## config.mk

```make
export PLATFORM = sky130hd
export DESIGN_NAME = button_conditioner
export DESIGN_NICKNAME = d
export VERILOG_FILES = /design/src/rtl/button_conditioner_pkg.sv /design/src/rtl/button_conditioner_sync.sv /design/src/rtl/button_conditioner.sv
export SDC_FILE = /design/constraint.sdc
export NUM_CORES = 1
export LEC_CHECK = 0
export CORE_ASPECT_RATIO = 0.9
export CORE_MARGIN = 8
export CORE_UTILIZATION = 40
export DETAILED_ROUTE_END_ITERATION = 12
export GPL_ROUTABILITY_DRIVEN = 0
export PLACE_DENSITY_LB_ADDON = 0.12
export SKIP_LAST_GASP = 1
export SYNTH_ARGS = -nofsm -noshare
export SYNTH_HDL_FRONTEND = slang
export SYNTH_SLANG_ARGS = --single-unit
```

## constraint.sdc

```tcl
create_clock -name clk -period 3.1 [get_ports clk]
set_clock_uncertainty 0.1 [all_clocks]
set_input_delay 0.62 -clock clk [delete_from_list [all_inputs] [get_ports clk]]
set_output_delay 0.62 -clock clk [all_outputs]
set_load 0.03 [all_outputs]
```

## src/rtl/button_conditioner_pkg.sv

```systemverilog
// Shared constants, FSM encodings and event payload for the push-button input path.
package button_conditioner_pkg;

    localparam int unsigned CLK_HZ                    = 27_000_000;
    localparam int unsigned DEFAULT_DEBOUNCE_CYCLES   = 270_000;     // 10 ms at CLK_HZ
    localparam int unsigned DEFAULT_LONG_PRESS_CYCLES = 13_500_000;  // 500 ms at CLK_HZ

    localparam int unsigned STATE_W = 2;

    localparam logic [1:0] ST_RELEASED    = 2'd0;
    localparam logic [1:0] ST_PRESS_CHK   = 2'd1;
    localparam logic [1:0] ST_PRESSED     = 2'd2;
    localparam logic [1:0] ST_RELEASE_CHK = 2'd3;

    typedef struct packed {
        logic level;
        logic press;
        logic rel;
        logic long_pulse;
        logic long_press;
    } btn_events_t;

    // The debounced level is pressed whenever the FSM holds an accepted press.
    function automatic logic is_held(input logic [STATE_W-1:0] st);
        return (st == ST_PRESSED) || (st == ST_RELEASE_CHK);
    endfunction

endpackage

```

## src/rtl/button_conditioner_sync.sv

```systemverilog
// Generic 1-bit two-flop synchroniser with a parameterised reset value.
module sync_2ff #(
    parameter bit RST_VAL = 1'b0
) (
    input  logic clk,
    input  logic rst_n,
    input  logic d,
    output logic q
);

    logic meta;

    always_ff @(posedge clk or negedge rst_n) begin
        if (!rst_n) begin
            meta <= RST_VAL;
            q    <= RST_VAL;
        end else begin
            meta <= d;
            q    <= meta;
        end
    end

endmodule

```

## src/rtl/button_conditioner.sv

```systemverilog
// Synchronises and debounces the raw button pin; emits level, press/release/long strobes.
module button_conditioner
    import button_conditioner_pkg::*;
#(
    parameter int unsigned DEBOUNCE_CYCLES   = DEFAULT_DEBOUNCE_CYCLES,
    parameter int unsigned LONG_PRESS_CYCLES = DEFAULT_LONG_PRESS_CYCLES,
    parameter bit          BTN_ACTIVE_LOW    = 1'b1
) (
    input  logic clk,
    input  logic rst_n,
    input  logic btn_raw,
    output logic btn_level,
    output logic press_pulse,
    output logic release_pulse,
    output logic long_pulse,
    output logic long_press
);

    localparam int unsigned DCNT_W = $clog2(DEBOUNCE_CYCLES + 1);
    localparam int unsigned HCNT_W = $clog2(LONG_PRESS_CYCLES + 1);

    localparam logic [DCNT_W-1:0] DCNT_LAST = DCNT_W'(DEBOUNCE_CYCLES - 1);
    localparam logic [HCNT_W-1:0] HCNT_MAX  = HCNT_W'(LONG_PRESS_CYCLES);

    logic                sync_q;
    logic                p;
    logic [STATE_W-1:0]  state;
    logic [STATE_W-1:0]  state_nxt;
    logic [DCNT_W-1:0]   dcnt;
    logic [DCNT_W-1:0]   dcnt_nxt;
    logic [HCNT_W-1:0]   hcnt;
    logic [HCNT_W-1:0]   hcnt_nxt;
    logic                hold_run;
    btn_events_t         evt;
    btn_events_t         evt_nxt;

    // Flops reset to the released pin level so reset can never look like a press.
    sync_2ff #(
        .RST_VAL (BTN_ACTIVE_LOW)
    ) u_sync (
        .clk   (clk),
        .rst_n (rst_n),
        .d     (btn_raw),
        .q     (sync_q)
    );

    assign p = sync_q ^ BTN_ACTIVE_LOW;

    always_ff @(posedge clk or negedge rst_n) begin
        if (!rst_n) begin
            state <= ST_RELEASED;
            dcnt  <= '0;
            hcnt  <= '0;
            evt   <= '0;
        end else begin
            state <= state_nxt;
            dcnt  <= dcnt_nxt;
            hcnt  <= hcnt_nxt;
            evt   <= evt_nxt;
        end
    end

    always_comb begin
        state_nxt           = state;
        dcnt_nxt            = dcnt;
        hcnt_nxt            = hcnt;
        hold_run            = 1'b0;
        evt_nxt             = '0;
        evt_nxt.long_press  = evt.long_press;

        case (state)
            ST_RELEASED: begin
                if (p) begin
                    state_nxt = ST_PRESS_CHK;
                    dcnt_nxt  = '0;
                end
            end
            ST_PRESS_CHK: begin
                if (!p) begin
                    state_nxt = ST_RELEASED;
                end else if (dcnt == DCNT_LAST) begin
                    state_nxt     = ST_PRESSED;
                    evt_nxt.press = 1'b1;
                    hcnt_nxt      = '0;
                end else begin
                    dcnt_nxt = DCNT_W'(dcnt + 1'b1);
                end
            end
            ST_PRESSED: begin
                hold_run = 1'b1;
                if (!p) begin
                    state_nxt = ST_RELEASE_CHK;
                    dcnt_nxt  = '0;
                end
            end
            ST_RELEASE_CHK: begin
                if (p) begin
                    state_nxt = ST_PRESSED;
                    hold_run  = 1'b1;
                end else if (dcnt == DCNT_LAST) begin
                    // Accepted release ends the hold; it takes priority over the hold counter.
                    state_nxt          = ST_RELEASED;
                    evt_nxt.rel        = 1'b1;
                    evt_nxt.long_press = 1'b0;
                    hcnt_nxt           = '0;
                end else begin
                    dcnt_nxt = DCNT_W'(dcnt + 1'b1);
                    hold_run = 1'b1;
                end
            end
            default: begin
                state_nxt = ST_RELEASED;
            end
        endcase

        // Saturating hold counter; the strobe fires only on the step that reaches the limit.
        if (hold_run && (hcnt != HCNT_MAX)) begin
            hcnt_nxt = HCNT_W'(hcnt + 1'b1);
            if (hcnt_nxt == HCNT_MAX) begin
                evt_nxt.long_pulse = 1'b1;
                evt_nxt.long_press = 1'b1;
            end
        end

        evt_nxt.level = is_held(state_nxt);
    end

    assign btn_level     = evt.level;
    assign press_pulse   = evt.press;
    assign release_pulse = evt.rel;
    assign long_pulse    = evt.long_pulse;
    assign long_press    = evt.long_press;

endmodule

```

==> results of run 1 <==
## worst max-delay path by stage
stage             from    endpoint  depth (start not counted)
5_1_grt        hcnt[0]  long_press                          8
6_report       hcnt[0]  long_pulse                          8
3_3_place_gp   hcnt[0]  long_pulse                          8
3_5_place_dp   hcnt[0]  long_pulse                          8
4_1_cts        hcnt[0]  long_pulse                          8
2_1_floorplan  hcnt[0]  long_pulse                          8
## cell type report
| cell class | count | area, µm² | share of cell area, % |
|---|---|---|---|
| Clock inverter | 2 | 16.3 | 0.509 |
| Sequential cell | 51 | 1280 | 40.0 |
| Clock buffer | 6 | 72.6 | 2.27 |
| Multi-Input combinational cell | 249 | 1540 | 48.2 |
| Inverter | 12 | 45.0 | 1.41 |
| Tap cell | 93 | 116 | 3.64 |
| Timing Repair Buffer | 15 | 128 | 3.99 |
## per-stage QoR
| stage | total power (µW) | utilization, % | hold slack, ns | cell area [µm²] | setup WS, ns |
|---|---|---|---|---|---|
| after detailed placement | 729 | 44.0 | 0.247 | 3100 | 0.437 |
| after global routing | 1170 | 45.4 | 0.271 | 3200 | 0.262 |
| after floorplan | 705 | - | 0.224 | 2910 | 0.796 |
| final | 1120 | 45.4 | 0.262 | 3200 | 0.393 |
| after CTS | 1130 | 45.4 | 0.262 | 3200 | 0.409 |
| after global placement | 728 | 44.0 | 0.246 | 3100 | 0.500 |
## layer usage
layer,up-vias,GRT usage (%)
met5,-,0
met4,0,4.22
met3,7,2.65
met2,39,20.1
met1,1149,20.5
li1,1183,-
## synthesized netlist by cell type, drive strengths merged (8+ instances only)
cell type / n
a21oi: 13
and3: 8
clkbuf: 10
dfrtp: 49
inv: 12
nand2: 32
nand3: 24
nand4: 10
nor2: 28
nor3: 20
o21ai: 31
xnor2: 11
xor2: 13
## layout by cell type (no fill, tap or decap), drive strengths merged, types with 4 or more instances in the layout
master,Yosys,routed
nand3,24,24
buf,2,8
mux2i,5,5
and3,8,8
nand4,10,10
or3,7,7
xor2,13,13
nor4,7,7
a21oi,13,13
nor4bb,4,4
clkdlybuf4s50,0,6
o21ai,31,31
nor2,28,28
xnor2,11,11
dfrtp,49,49
inv,12,13
nor3,20,20
clkbuf,10,6
nand2,32,32
## where the power goes
| group | internal, µW | total [µW] | switching (µW) |
|---|---|---|---|
| Sequential | 673 | 680 | 7.34 |
| Clock | 163 | 401 | 238 |
| Combinational | 10.5 | 34.3 | 23.8 |
## logic make-up (layout without fill, tap and decap cells)
group	Yosys count	in the layout	share of synthesized area (%)
xor gates and xnor gates	24	24	7.22
adders and majority gates	3	3	1.29
buffers and inverters	24	35	3.18
DFF	51	51	43.9
muxes	5	5	1.72
and+or+nand+nor	158	158	30.7
AOI/OAI and AO/OA	59	59	12.0
## flip-flops by register name, indices dropped and copies added (netlist names)
| name | flops |
|---|---|
| btn_level | 1 |
| dcnt | 19 |
| hcnt | 24 |
| long_press | 1 |
| long_pulse | 1 |
| press_pulse | 1 |
| release_pulse | 1 |
| state | 1 |
| u_sync.meta | 1 |
| u_sync.q | 1 |
## worst register-to-register path, cell delays in order, from the launching register on
cell and delay (ns):
dfrtp_1 0.48, inv_1 0.09, ha_1 0.19, nor4bb_1 0.13, and3_1 0.20, a32o_1 0.38, or2_1 0.29, or4_4 0.49
nor4_2 0.25
==> results.toml, run 1 <==
[hold_path]
min_from = "u_sync.meta"
hold_class = "flip-flop to flip-flop"
whs_path_depth = 0
hold_path_end = "u_sync.q"

[clock_network]
cts.sink_count = 51
cts_tree = "built"
root_buffer = "clkbuf_8"
cts_buffers = 5
clock_latency_ns = 0.31
hold_buffers = 1
htree_num_levels = 2
clk_path_buf_depth = 2
path_clk_slew_ns = 0.10
cts_resized = 0
cts_setup_buffers = 0

[logic_synthesis]
ys_types = 48
seq_area_frac_synth_pct = 43.9
synth_top_cell_area_share_pct = 42.1
synthArstFlopShare_pct = 100
synthFlopType = "dfrtp_1"
synth_edf_count = 0
yosys_warnings = 0
syn_area_um2 = 2910
yosys.area.top_type = "dfrtp_1"
synth_seq_cells = 51
synthCells = 324
synth_area_leaders = "dfrtp_1 42%, nand2_1 4.1%, nand3_1 4.0%, xor2_1 3.9%, o21ai_0 3.8%"
syn_avg_cell_area_um2 = 8.99
syn-num-nets = 330

[routing]
wl_met2_um = 2880
routed.top_layer = "met4"
drt_iter0_drc = 186
route.detailed.drc = 0
met1_length_um = 3590
met3_length_um = 268
viasPerCell = 5.56
dr_total_vias = 2378
first_pass_iters = 4
wire_per_inst_um = 15.9
final_antenna_net_count = 0
routed_wl_um = 6800

[floorplanning]
rows = 29
start_util_pct = 41.4
dieWidth_um = 106
io_pins = 8
dieArea_um2 = 10300
core-area_um2 = 7040
die_h_um = 97.0

[global_routing]
antenna_found_initial = 0
grt_max_degree = 26
grt_usage_pct = 14.0
grt_overflow = 0
grt_pass1_vias = 2334
grt_pass1_wl_um = 11900

[critical_path]
arrival_ns = 2.82
critPathTopFamily = "simple AND/OR/NAND/NOR gates"
r2r_slack_ns = 0.39
path_cells = "inv_1, ha_1, nor4bb_1, and3_1, a32o_1, or2_1, or4_4, nor4_2"
slowest_delay_ns = 0.49
setup.worst_path.end_class = "flip-flop"
reg2reg_to = "long_pulse"
rr_startpoint = "hcnt[0]"
worstSetupStartpointType = "flip-flop"
cp_slowest_cell = "or4_4"
required_ns = 3.22
ff2ff_path_depth = 8
crit_fanout = 12
crit_type = "flip-flop to flip-flop"
worst-path-buf-inv = 1

[layout]
areaGrowthSynthToFinish_pct = 9.79
diodes = 0
fill_cells = 700
layout-drive-gt1-share_pct = 9.85
stdcell_count = 428
fin_nets = 340

[timing]
worst_pin_slew_ns = 0.743
max_freq_mhz = 369
fin_setup_tns_ns = 0
fin_crit_ns = 2.71
rsz0062_at_grt = "no"
drv_slew = 0
fin_crit_sh_pct = 87.3
max-slew-margin-rel_pct = 50.4
hold_violations = 0
setup_viol = 0

[pwr]
power_density_nw_per_um2 = 349
ir_worst_vdd_uv = 212
p_leak_uw = 0.00128

[placement]
dp_cells = 419
hpwl_um = 4770
portBuffers = 7

[outcome]
status = "finished, final reports clean"

[flow_run]
drv_cap = 0
Note: power is estimated with default switching activity, not from simulation.
==> inputs of run 2 (changes only) <==
CORE_UTILIZATION = 30   (was 40)
==> results.toml, run 2 (synthesis results as in run 1) <==
[layout]
fin_nets = 340
final_common_cell = "dfrtp_1"
areaGrowthSynthToFinish_pct = 12.2
largest_registers = "hcnt x24, dcnt x19"
largest-register = "hcnt"
layout-drive-gt1-share_pct = 9.85
stdcell_count = 461
final_cell_mix = "49 x dfrtp_1, 32 x nand2_1, 28 x nor2_1"
final_util_pct = 34.1
diodes = 0
largest_reg_flops = 24

[clock_network]
cts.sink_count = 51
cts_resized = 0
clock_latency_ns = 0.31
cts_tree = "built"
cts_buffers = 5
cts_setup_buffers = 0
clk_path_buf_depth = 2
path_clk_slew_ns = 0.09
hold_buffers = 0
root_buffer = "clkbuf_8"
htree_num_levels = 2

[routing]
final_antenna_net_count = 0
route.detailed.drc = 0
drt_iter0_drc = 89
wire_per_inst_um = 15.4
routed_wl_um = 7080
dr_total_vias = 2346
first_pass_iters = 5
viasPerCell = 5.09

[pwr]
swShare_pct = 21.8
power_density_nw_per_um2 = 362
finalPower_uw = 1180
p_sw_uw = 258
p_seq_share_pct = 57.5
internal_power_uw = 926
ir_worst_vdd_uv = 147
p_leak_uw = 0.00130
pwr-share-clk_pct = 39.6
combinationalPowerShare_pct = 2.9

[timing]
holdWs_ns = 0.212
fin_crit_sh_pct = 81.4
worst_pin_slew_ns = 0.599
fin_crit_ns = 2.52
fin_setup_tns_ns = 0
rsz0062_at_grt = "no"
max_freq_mhz = 396
setup_viol = 0
drv_slew = 0
max-slew-margin-rel_pct = 59.7
hold_violations = 0

[placement]
portBuffers = 7
dp_cells = 453
hpwl_um = 5030

[floorplanning]
rows = 34
start_util_pct = 30.4
dieArea_um2 = 13100
dieWidth_um = 120
core-area_um2 = 9570
die_h_um = 109
io_pins = 8

[global_routing]
grt_max_degree = 28
antenna_found_initial = 0
grt_pass1_vias = 2329
grt_overflow = 0
grt_pass1_wl_um = 12300
grt_usage_pct = 11.5

[critical_path]
setup.worst_path.end_class = "flip-flop"
crit_type = "flip-flop to flip-flop"
arrival_ns = 2.64
path_cells = "ha_1, nand3_1, nor3_4, nand2_1, xor2_1, or4_4, nor4_2"
worstSetupStartpointType = "flip-flop"
slowest_delay_ns = 0.53
required_ns = 3.22
cp_slowest_cell = "or4_4"
crit_fanout = 9

[outcome]
status = "finished, final reports clean"

[flow_run]
drv_cap = 0

[hold_path]
hold_class = "primary input to async pin"
==> run 2: cell count changes in the layout (fill, tap and decap cells not counted), sizes merged <==
cell	before	now
clkbuf	6	7
buf	8	9
dlygate4sd3	1	0
inv	13	12
clkinvlp	1	0
bufinv	0	1
==> run 2: layout make-up <==
cell class	count	area (µm²)
fill	986	6300
multi-input combinational	249	1540
sequential	51	1280
tap	126	158
timing repair buffer	15	138
clock buffer	7	76.3
inverter	12	45.0
clock inverter	1	30.0
==> run 2: power by group through the flow <==
stage | Sequential, µW | Clock (µW) | Combinational, µW
2_1_floorplan | 690 | 0 | 14.5
3_3_place_gp | 693 | 0 | 36.2
3_5_place_dp | 693 | 0 | 36.6
4_1_cts | 680 | 491 | 36.5
5_1_grt | 682 | 513 | 41.1
6_report | 680 | 469 | 34.5
==> run 2: critical path: cells and delay by family (launching register included) <==
kind	cells	cell delay, ns
AND/OR/NAND/NOR	5	1.48
XOR/XNOR	1	0.16
flip-flops	1	0.46
adder cells (fa/ha/maj)	1	0.24
==> run 2: path summary, 6_finish.rpt <==
| kind | startpoint | endpoint | slack (ns) | cells past startpoint |
|---|---|---|---|---|
| min in group clk | u_sync.meta | u_sync.q | 0.26 | 0 |
| setup / recovery | hcnt[1] | long_pulse | 0.58 | 7 |
| hold reg to reg | u_sync.meta | u_sync.q | 0.26 | 0 |
| hold / removal | rst_n | dcnt[1] | 0.21 | 1 |
| max in group asynchronous | rst_n | hcnt[7] | 2.13 | 2 |
| setup reg to reg | hcnt[1] | long_pulse | 0.58 | 7 |
==> run 2: per-layer routing <==
metal	wire, µm	vias to the layer above	global-route usage [%]	share of wire, %
met4	70	0	3.47	0.99
met5	0	-	0	0
met3	140	4	2.16	2.0
met1	3810	1141	16.3	54
met2	3070	18	17.4	43
li1	-	1183	-	-
==> run 2: metrics by stage <==
stage | cell area (µm²) | setup slack, ns
final | 3270 | 0.576
after global placement | 3160 | 0.627
after global routing | 3270 | 0.407
after detailed placement | 3160 | 0.567
after floorplan | 2910 | 0.796
after CTS | 3270 | 0.566
